--- config.mk ---
export PLATFORM = sky130hd
export DESIGN_NAME = gelu_vec_unpacker
export DESIGN_NICKNAME = d
export VERILOG_FILES = /design/src/rtl/gelu_pkg.sv /design/src/rtl/gelu_vec_fifo.sv /design/src/rtl/gelu_vec_unpacker.sv
export SDC_FILE = /design/constraint.sdc
export NUM_CORES = 2
export LEC_CHECK = 0
export CORE_MARGIN = 1.5
export CORE_UTILIZATION = 26
export DETAILED_ROUTE_END_ITERATION = 8
export SLEW_MARGIN = 20
export SYNTH_ARGS = -nofsm -noshare
export SYNTH_HDL_FRONTEND = slang
export SYNTH_SLANG_ARGS = --single-unit
--- constraint.sdc ---
create_clock -name clk_p -period 20.3 [get_ports clk_p]
set_clock_uncertainty 0.05 [all_clocks]
set_input_delay 6.09 -clock clk_p [delete_from_list [all_inputs] [get_ports clk_p]]
set_output_delay 6.09 -clock clk_p [all_outputs]
set_load 0.02 [all_outputs]
--- src/rtl/gelu_pkg.sv ---
// Shared constants and types for the GELU result unpacker.
// Latency: n/a (declarations only).
// Backpressure: n/a.
//
// Contents: default vector geometry (64 elements x 8 bits), producer
// pipeline latency, the vector slot type and the unpacker state encoding.
package gelu_pkg;

  localparam int GELU_DIM      = 64;
  localparam int GELU_OUT_W    = 8;
  localparam int GELU_PIPE_LAT = 3;

  typedef logic [GELU_DIM*GELU_OUT_W-1:0] gelu_vec_t;

  typedef enum logic {
    IDLE   = 1'b0,
    STREAM = 1'b1
  } unpack_state_t;

endpackage

--- src/rtl/gelu_vec_fifo.sv ---
// Vector-slot FIFO holding whole GELU result vectors until serialized.
// Latency: a written slot is visible on head_data/empty the cycle after the write edge.
// Backpressure: none internally; writer must respect full, reader must respect empty.
//
// Ports:
//   clk, rst          clock, asynchronous active-high reset (pointers only)
//   wr_en, wr_data    write one vector into the tail slot
//   rd_en             retire the head slot
//   head_data         slot at the read pointer (combinational)
//   next_data         slot after the head, used for gap-free vector switch-over
//   full, empty       derived from pointers carrying one extra wrap bit
//   has_next          at least two slots occupied
//   free_slots        DEPTH minus occupied slots
module gelu_vec_fifo #(
  parameter int WIDTH = 512,
  parameter int DEPTH = 4
) (
  input  logic                      clk,
  input  logic                      rst,
  input  logic                      wr_en,
  input  logic [WIDTH-1:0]          wr_data,
  input  logic                      rd_en,
  output logic [WIDTH-1:0]          head_data,
  output logic [WIDTH-1:0]          next_data,
  output logic                      full,
  output logic                      empty,
  output logic                      has_next,
  output logic [$clog2(DEPTH):0]    free_slots
);

  localparam int AW = $clog2(DEPTH);

  logic [WIDTH-1:0] mem [DEPTH];
  logic [AW:0]      wr_ptr;
  logic [AW:0]      rd_ptr;
  logic [AW:0]      used;
  logic [AW-1:0]    rd_idx_next;

  always_ff @(posedge clk or posedge rst) begin
    if (rst) begin
      wr_ptr <= '0;
      rd_ptr <= '0;
    end else begin
      if (wr_en) wr_ptr <= wr_ptr + (AW+1)'(1);
      if (rd_en) rd_ptr <= rd_ptr + (AW+1)'(1);
    end
  end

  // Storage carries no reset; validity is tracked purely by the pointers.
  always_ff @(posedge clk) begin
    if (wr_en) mem[wr_ptr[AW-1:0]] <= wr_data;
  end

  assign used        = wr_ptr - rd_ptr;
  // DEPTH is a power of two, so the index wraps naturally.
  assign rd_idx_next = rd_ptr[AW-1:0] + AW'(1);

  assign head_data  = mem[rd_ptr[AW-1:0]];
  assign next_data  = mem[rd_idx_next];
  assign empty      = (wr_ptr == rd_ptr);
  assign full       = (wr_ptr[AW] != rd_ptr[AW]) &&
                      (wr_ptr[AW-1:0] == rd_ptr[AW-1:0]);
  assign has_next   = (used > (AW+1)'(1));
  assign free_slots = (AW+1)'(DEPTH) - used;

endmodule

--- src/rtl/gelu_vec_unpacker.sv ---
// Captures GELU result vectors, buffers them, and serializes each into WPV words.
// Latency: first word valid 2 cycles after the capture edge; then one word per accepted cycle.
// Backpressure: out_ready stalls the word stream; upstream is throttled via issue_ok (it cannot be stalled).
//
// Ports:
//   clk_p, rst_p       clock (rising edge), asynchronous active-high reset
//   gelu, gelu_valid_n result vector (element 0 in MSBs), active-low one-cycle valid
//   out_data/valid/ready  serialized word stream, registered outputs
//   issue_ok           registered: free slots exceed vectors already in flight
//   in_flight_inc      pulse per vector issued into the GELU pipeline
//   overflow_err       sticky: a vector arrived while the FIFO was full
// Optional (macro GELU_UNPACK_LAST_EN): out_last marks the final word of a
// vector; out_vec_id counts emitted vectors modulo 256.
module gelu_vec_unpacker
  import gelu_pkg::*;
#(
  parameter int DIMENTION    = GELU_DIM,
  parameter int OUTPUT_WIDTH = GELU_OUT_W,
  parameter int WORD_WIDTH   = 64,
  parameter int FIFO_DEPTH   = 4,
  parameter int PIPE_LAT     = GELU_PIPE_LAT
) (
  input  logic                              clk_p,
  input  logic                              rst_p,
  input  logic [DIMENTION*OUTPUT_WIDTH-1:0] gelu,
  input  logic                              gelu_valid_n,
  output logic [WORD_WIDTH-1:0]             out_data,
  output logic                              out_valid,
  input  logic                              out_ready,
  output logic                              issue_ok,
  input  logic                              in_flight_inc,
  output logic                              overflow_err
`ifdef GELU_UNPACK_LAST_EN
  ,
  output logic                              out_last,
  output logic [7:0]                        out_vec_id
`endif
);

  localparam int VEC_W = DIMENTION * OUTPUT_WIDTH;
  localparam int WPV   = VEC_W / WORD_WIDTH;
  localparam int WCW   = (WPV > 1) ? $clog2(WPV) : 1;
  localparam int FSW   = $clog2(FIFO_DEPTH) + 1;
  localparam int IFW   = (PIPE_LAT > 0) ? $clog2(PIPE_LAT + 1) : 1;
  localparam logic [WCW-1:0] LAST_IDX = WCW'(WPV - 1);

  // Word k is the k-th WORD_WIDTH slice counted from the MSB end, so the
  // lowest-index element of the word lands in its MSBs.
  function automatic logic [WORD_WIDTH-1:0] word_of(input logic [VEC_W-1:0] v,
                                                    input logic [WCW-1:0]   k);
    logic [VEC_W-1:0] s;
    s = v << (int'(k) * WORD_WIDTH);
    return s[VEC_W-1 -: WORD_WIDTH];
  endfunction

  unpack_state_t  state;
  logic [WCW-1:0] word_cnt;
  logic [WCW-1:0] load_idx;
  logic           capture;
  logic           fifo_wr;
  logic           fifo_rd;
  logic           fifo_full;
  logic           fifo_empty;
  logic           fifo_has_next;
  logic [VEC_W-1:0] head_vec;
  logic [VEC_W-1:0] next_vec;
  logic [VEC_W-1:0] load_vec;
  logic [FSW-1:0] free_slots;
  logic           last_word;
  logic           accept;
  logic           accept_last;
  logic           load_en;
  logic [IFW-1:0] in_flight;
  logic [IFW-1:0] in_flight_nxt;
  int             free_nxt;

  gelu_vec_fifo #(
    .WIDTH (VEC_W),
    .DEPTH (FIFO_DEPTH)
  ) u_fifo (
    .clk        (clk_p),
    .rst        (rst_p),
    .wr_en      (fifo_wr),
    .wr_data    (gelu),
    .rd_en      (fifo_rd),
    .head_data  (head_vec),
    .next_data  (next_vec),
    .full       (fifo_full),
    .empty      (fifo_empty),
    .has_next   (fifo_has_next),
    .free_slots (free_slots)
  );

  // Full is the pre-edge value, so a vector arriving on the same edge that
  // retires the head of a full FIFO is still dropped.
  assign capture     = !gelu_valid_n;
  assign fifo_wr     = capture && !fifo_full;
  assign last_word   = (word_cnt == LAST_IDX);
  assign accept      = (state == STREAM) && out_valid && out_ready;
  assign accept_last = accept && last_word;
  assign fifo_rd     = accept_last;

  // A new word is loaded on entry to STREAM (out_valid still low) or when
  // the current word is taken, unless it was the last word with nothing
  // queued behind it.
  assign load_en  = (state == STREAM) &&
                    (!out_valid || (out_ready && !(last_word && !fifo_has_next)));
  assign load_vec = accept_last ? next_vec : head_vec;

  always_comb begin
    load_idx = word_cnt;
    if (out_valid) load_idx = last_word ? '0 : word_cnt + WCW'(1);
  end

  always_ff @(posedge clk_p or posedge rst_p) begin
    if (rst_p) begin
      state     <= IDLE;
      word_cnt  <= '0;
      out_valid <= 1'b0;
      out_data  <= '0;
    end else begin
      case (state)
        IDLE: begin
          out_valid <= 1'b0;
          word_cnt  <= '0;
          if (!fifo_empty) state <= STREAM;
        end
        STREAM: begin
          if (load_en) begin
            out_valid <= 1'b1;
            out_data  <= word_of(load_vec, load_idx);
            word_cnt  <= load_idx;
          end else if (accept_last) begin
            out_valid <= 1'b0;
            word_cnt  <= '0;
            state     <= IDLE;
          end
        end
        default: state <= IDLE;
      endcase
    end
  end

  // In-flight count: issued but not yet arrived. Arrival counts whether the
  // vector was captured or dropped.
  always_comb begin
    in_flight_nxt = in_flight;
    if (in_flight_inc && !capture && (in_flight != IFW'(PIPE_LAT)))
      in_flight_nxt = in_flight + IFW'(1);
    else if (!in_flight_inc && capture && (in_flight != '0))
      in_flight_nxt = in_flight - IFW'(1);
    free_nxt = int'(free_slots) - (fifo_wr ? 1 : 0) + (fifo_rd ? 1 : 0);
  end

  // issue_ok is computed from post-edge occupancy so it never lags a drain.
  always_ff @(posedge clk_p or posedge rst_p) begin
    if (rst_p) begin
      in_flight    <= '0;
      issue_ok     <= 1'b1;
      overflow_err <= 1'b0;
    end else begin
      in_flight <= in_flight_nxt;
      issue_ok  <= (free_nxt > int'(in_flight_nxt));
      if (capture && fifo_full) overflow_err <= 1'b1;
    end
  end

`ifdef GELU_UNPACK_LAST_EN
  always_ff @(posedge clk_p or posedge rst_p) begin
    if (rst_p) begin
      out_last   <= 1'b0;
      out_vec_id <= '0;
    end else begin
      if (load_en)          out_last <= (load_idx == LAST_IDX);
      else if (accept_last) out_last <= 1'b0;
      if (accept_last) out_vec_id <= out_vec_id + 8'd1;
    end
  end
`endif

endmodule
== Word-level counts from Yosys, hierarchy flattened ==
Memories as Yosys holds them, arrays and structs flattened.
Cells that the tools add are included.

* $add $sub $neg: 10
* $lt $le $gt $ge: 2
* Eq/ne operators: 6
* Shift operators: 1
* Muxes and demuxes: 19
* Bitwise gates (word level): 1
* Reduce and logical (&&, ||, !) cells: 22

{| class="wikitable"
|+ Operators by type and width
! kind !! count
|-
| 2-to-1 mux 512 bit || 1
|-
| left shift 512 x 9 -> 512 bit || 1
|-
| logical AND 1 bit || 13
|-
| 2-to-1 mux 3 bit || 4
|-
| adder 3 x 1 -> 3 bit, second input constant || 3
|-
| 2-to-1 mux 1 bit || 9
|-
| zero test 1 bit || 6
|-
| case mux 3 bit (2 select lines) || 1
|-
| adder 4 x 2 -> 5 bit || 1
|-
| > comparator 5 x 3 -> 1 bit || 1
|-
| adder 2 x 1 -> 2 bit, second input constant || 2
|-
| 2-to-1 mux 2 bit || 2
|-
| case mux 1 bit (2 select lines) || 2
|-
| subtractor 3 x 1 -> 4 bit || 1
|-
| equality test 3 bit || 1
|-
| equality test 3 bit, second input constant || 1
|-
| > comparator 3 x 1 -> 1 bit, second input constant || 1
|-
| != test 3 x 1 -> 1 bit, second input constant || 1
|-
| subtractor 3 bit || 1
|-
| subtractor 3 bit, first input constant || 1
|-
| equality test 2 bit || 1
|-
| != test 2 bit, second input constant || 1
|-
| AND reduction 2 bit || 1
|-
| nonzero test 2 bit || 1
|-
| other kinds (4) || 4
|}

* Flip-flop bits (word level): 79
* RAM bits: 2048
* Input bits: 517
* Output and inout bits: 67
* Word-level logic and storage cells: 71
* Memories: 1

{| class="wikitable"
|+ Memory list
! memory !! words !! width !! rd ports !! clocked after memory_dff !! write ports !! RTL line !! text
|-
| u_fifo.mem || 4 || 512 || 2 || 0 || 1 || gelu_vec_fifo.sv:33 || <nowiki>logic [WIDTH-1:0] mem [DEPTH];</nowiki>
|}

== Depth between registers and ports, before layout ==
* Word-level depth: 10
* Mapped depth: 16
* Mapped depth without buffers: 13

== By module ==
Synthesis repeated with hierarchy kept, for this count alone.

* Cells, all modules: 4787
* Area total of the unflattened synthesis: 96226.0 sq um

{| class="wikitable"
|+ Modules (own cells, without submodules)
! module !! times used !! cells an instance !! area an instance (sq um) !! sequential area each (sq um)
|-
| gelu_vec_fifo || 1 || 3342 || 87054.7 || 61649.1
|-
| gelu_vec_unpacker || 1 || 1445 || 9171.3 || 1828.0
|}

== Worst setup path before layout ==
Ideal clock, no wire load.

* Path type: input-to-reg
* Start: input gelu_valid_n
* End: memory u_fifo.mem[3][0] (enable)
* Setup time: 945 ps
* Arrival: 18087 ps
* Required time: 19305 ps
* Path slack: 1218 ps
* Stages: 2
* Path buffers: 0
* Cell sequence: a31oi_1 and2_1

* Longest elaborated chain between the ends: 4

{| class="wikitable"
|+ RTL lines
! what !! RTL line !! text
|-
| start, declared || gelu_vec_unpacker.sv:26 || <nowiki>input logic gelu_valid_n,</nowiki>
|-
| zero test 1 bit || gelu_vec_unpacker.sv:96 || <nowiki>assign capture = !gelu_valid_n;</nowiki>
|-
| logical AND 1 bit || gelu_vec_unpacker.sv:97 || <nowiki>assign fifo_wr = capture && !fifo_full;</nowiki>
|-
| 2-to-1 mux 1 bit || gelu_vec_fifo.sv:51 || <nowiki>if (wr_en) mem[wr_ptr[AW-1:0]] <= wr_data;</nowiki>
|-
| 2-to-1 mux 1 bit (implied by the code) || gelu_vec_fifo.sv:51 ||
|-
| end, declared || gelu_vec_fifo.sv:33 ||
|}

Every way passes these cells.

== Final worst setup path ==
* Start: input gelu_valid_n
* End: memory u_fifo.mem[0][441] (enable)

* Longest elaborated chain between the ends: 4

{| class="wikitable"
|+ RTL lines
! what !! RTL line !! text
|-
| zero test 1 bit || gelu_vec_unpacker.sv:96 ||
|-
| logical AND 1 bit || gelu_vec_unpacker.sv:97 ||
|-
| net fifo_wr || gelu_vec_unpacker.sv:60 || <nowiki>logic fifo_wr;</nowiki>
|-
| 2-to-1 mux 1 bit || gelu_vec_fifo.sv:51 ||
|-
| 2-to-1 mux 1 bit (implied by the code) || gelu_vec_fifo.sv:51 ||
|}

The timed path passes the listed nets, and every way through them passes these cells.

==> run_results.csv <==
group,metric,value,unit
grt,grt_antenna_before_repair,151,
finish,layout.nets,5782,
synthesis,synth_common_cells,"2048 x edfxtp_1, 825 x mux4_2, 573 x nand2_1, 134 x buf_2",
timing,setup-tns-final,0,ns
floorplan,die_y,598,µm
route,ant_nets,0,
clocking,post_cts_resized,0,
synthesis,synth_nets,5222,
synthesis,synth_edf_count,2048,
setup_path,critPathCaptureType,"flip-flop",
synthesis,postSynth.asyncResetShare,0.0371,
pwr,switching_share,0.355,
grt,grt_pass1_wl,381000,µm
clocking,htree_levels,4,
floorplan,pin_count,584,
placed_design,io_buffers,583,
synthesis,synth_flop_cell,"edfxtp_1",
min_path,hold-path-cell-count,2,
placed_design,dp_hpwl,170000,µm
setup_path,r2r-start,"u_fifo.rd_ptr[1]$_DFFE_PP0N_",
timing,finalCriticalPeriod,10.24,ns
synthesis,yosysMostFrequentCell,"edfxtp_1",
clocking,cts_setup_buffers,0,
grt,overflow,0,
min_path,hold_start,"out_data[16]$_DFFE_PP0P_",
setup_path,crit_type,"in2reg",
synthesis,synth_seq_area_share,0.689,
synthesis,synth_top_cell_area_share,0.668,
synthesis,synth_top_area_cell,"edfxtp_1",
setup_path,cp.required,20.75,ns
timing,slew_viol_final,0,
synthesis,ys_warn_count,0,
clocking,cts_hold_buffers,0,
timing,final_hold_viol_count,0,
timing,tightest_slew,1.30,ns
timing,rsz0062_at_grt,"false",
floorplan,die-area,358000,µm²
grt,groute.usage.overall,0.147,
setup_path,arrival,10.69,ns
route,drt_iter0_markers,4020,
run_status,status,"finished, final reports clean",
pwr,sequentialPowerShare,0.352,
route,remaining_drc_errors,0,
setup_path,crit_path_start_kind,"input port",
clocking,cts_buffers,234,
pwr,p_sw,6.37,mW
pwr,p_leak,34.7,nW
setup_path,reg2regPathDepth,8,
floorplan,core-area,352000,µm²
synthesis,syn_area_per_cell,19.7,µm²
route,drt_wl_total,269000,µm
placed_design,gp_congestion,0.769,
flow_run,drv_cap,0,
grt,grt_max_degree,182,
clocking,cts_root_buffer,"clkbuf_16",
timing,max_slew_margin,0.132,
min_path,holdPathEnd,"out_data[16]$_DFFE_PP0P_",
timing,max_freq,0.0976,GHz
clocking,insertion_delay,0.92,ns
floorplan,rows,218,
clocking,cts_tree,"done",
timing,finalSetupViolCount,0,
route,vias,49400,
floorplan,start_util,0.261,
placed_design,place_ws,9.26,ns
route,firstDrtPassIters,5,
setup_path,r2r-end,"u_fifo.mem[0][441]$_DFFE_PP_",
floorplan,die_w,598,µm
clocking,clkTransAtPathRegs,0.06,ns
pwr,comb_power_share,0.406,
timing,fin_ws,10.06,ns
setup_path,crit_fanout,115,
finish,area_growth_syn_to_layout,20.1,%
route,drt-wirelength-per-cell,26.3,µm
synthesis,synth_cells,4685,
timing,fin_crit_sh,0.505,
finish,drive_gt1_frac,0.243,
synthesis,ys_ff_latch,2127,
pwr,vdd_drop_max,0.000138,V
finish,nFillCells,33900,
route,viasPerCell,4.83,
timing,finalHoldWorstSlack,0.426,ns
grt,grt_pass1_vias,51300,
synthesis,yosysUniqueCellTypes,57,
synthesis,synth_area_leaders,"edfxtp_1 67%, mux4_2 20%, nand2_1 2.3%, dfrtp_1 2.1%, o41ai_2 0.78%",
finish,final_core_util,0.314,
pwr,power.internal,11.6,mW
clocking,clock_path_buffers,4,
min_path,hp-class,"reg2reg",
pwr,clockPowerShare,0.242,
setup_path,reg2reg_slack,13.88,ns
pwr,power_density,162,nW/µm²
clocking,cts_sinks,2127,
synthesis,netlist_area,92100,µm²
[cells by family after synthesis]
group           after synthesis  share of synthesized area
compound gates              468                     0.0377
xor+xnor                      8                   0.000910
flops                      2127                      0.689
simple gates                824                     0.0357
buf+inv                     356                     0.0254
fa+ha+maj                    20                    0.00280
mux                         882                      0.208
[layer usage]
layer | global-route usage | part of all wire | vias to the layer above
li1 | - | - | 20800
met1 | 0.170 | 0.37 | 26300
met2 | 0.265 | 0.53 | 1582
met3 | 0.0378 | 0.072 | 536
met4 | 0.0461 | 0.033 | 86
met5 | 0 | 0.0019 | -
[per-stage QoR]
step	std cells	total power, mW	area (µm²)
2_1_floorplan	4685	12.0	92100
3_3_place_gp	9739	13.9	103000
3_5_place_dp	9739	14.0	103000
4_1_cts	10200	18.4	110000
5_1_grt	10200	18.9	110000
6_report	10200	17.9	111000
[sequential cells by signal, indices dropped and copies added (netlist names)]
| register | flops |
|---|---|
| in_flight | 2 |
| issue_ok | 1 |
| out_data | 64 |
| out_valid | 1 |
| overflow_err | 1 |
| state | 1 |
| u_fifo.mem | 2048 |
| u_fifo.rd_ptr | 3 |
| u_fifo.wr_ptr | 3 |
| word_cnt | 3 |
[area by class of cell]
| cell class | count | area [µm²] | share of cell area |
|---|---|---|---|
| Timing Repair Buffer | 665 | 6680 | 0.0604 |
| Multi-Input combinational cell | 2202 | 26400 | 0.239 |
| Sequential cell | 2127 | 63500 | 0.574 |
| Clock buffer | 293 | 6250 | 0.0565 |
| Antenna cell | 55 | 138 | 0.00124 |
| Tap cell | 4730 | 5920 | 0.0535 |
| Clock inverter | 144 | 1610 | 0.0145 |
| Inverter | 15 | 68.8 | 0.000622 |
[how the worst max path moves through the flow]
stage	start	endpoint	slack (ns)	depth (start not counted)
5_1_grt	gelu_valid_n	u_fifo.mem[0][426]$_DFFE_PP_	9.94	6
3_3_place_gp	gelu_valid_n	u_fifo.mem[2][432]$_DFFE_PP_	9.25	6
6_report	gelu_valid_n	u_fifo.mem[0][441]$_DFFE_PP_	10.06	6
2_1_floorplan	gelu_valid_n	u_fifo.mem[3][0]$_DFFE_PP_	1.22	2
4_1_cts	gelu_valid_n	u_fifo.mem[2][182]$_DFFE_PP_	10.24	6
3_5_place_dp	gelu_valid_n	u_fifo.mem[2][187]$_DFFE_PP_	9.26	6
[power by group through the flow]
| stage | logic, mW | clock network, mW | registers, mW |
|---|---|---|---|
| finish | 7.27 | 4.34 | 6.31 |
| CTS | 7.61 | 4.44 | 6.31 |
| floorplan | 5.12 | 0 | 6.85 |
| global route | 7.85 | 4.60 | 6.40 |
| detailed placement | 7.59 | 0 | 6.40 |
| global placement | 7.58 | 0 | 6.32 |
[critical path, stage by stage]
cell and delay [ns]:
clkdlybuf4s50_1 0.55, a31oi_1 0.61, and2_4 0.74, buf_12 0.42
buf_4 0.83, buf_4 0.78
[placed cells by master, fill, tap and decap left out, types with 45 or more instances in the layout]
master,Yosys,final
clkbuf_16,0,237
nor2_1,117,117
a21oi_1,111,110
clkbuf_1,72,45
a211oi_1,89,87
mux2i_1,56,55
dfrtp_1,78,76
nand3_1,117,117
buf_4,42,63
mux4_2,825,825
clkinv_1,0,52
clkdlybuf4s50_1,0,583
a31oi_1,93,93
diode_2,0,55
edfxtp_1,2048,2048
o22ai_1,64,54
nand2_1,573,572
(Power assumes the default switching activity.)
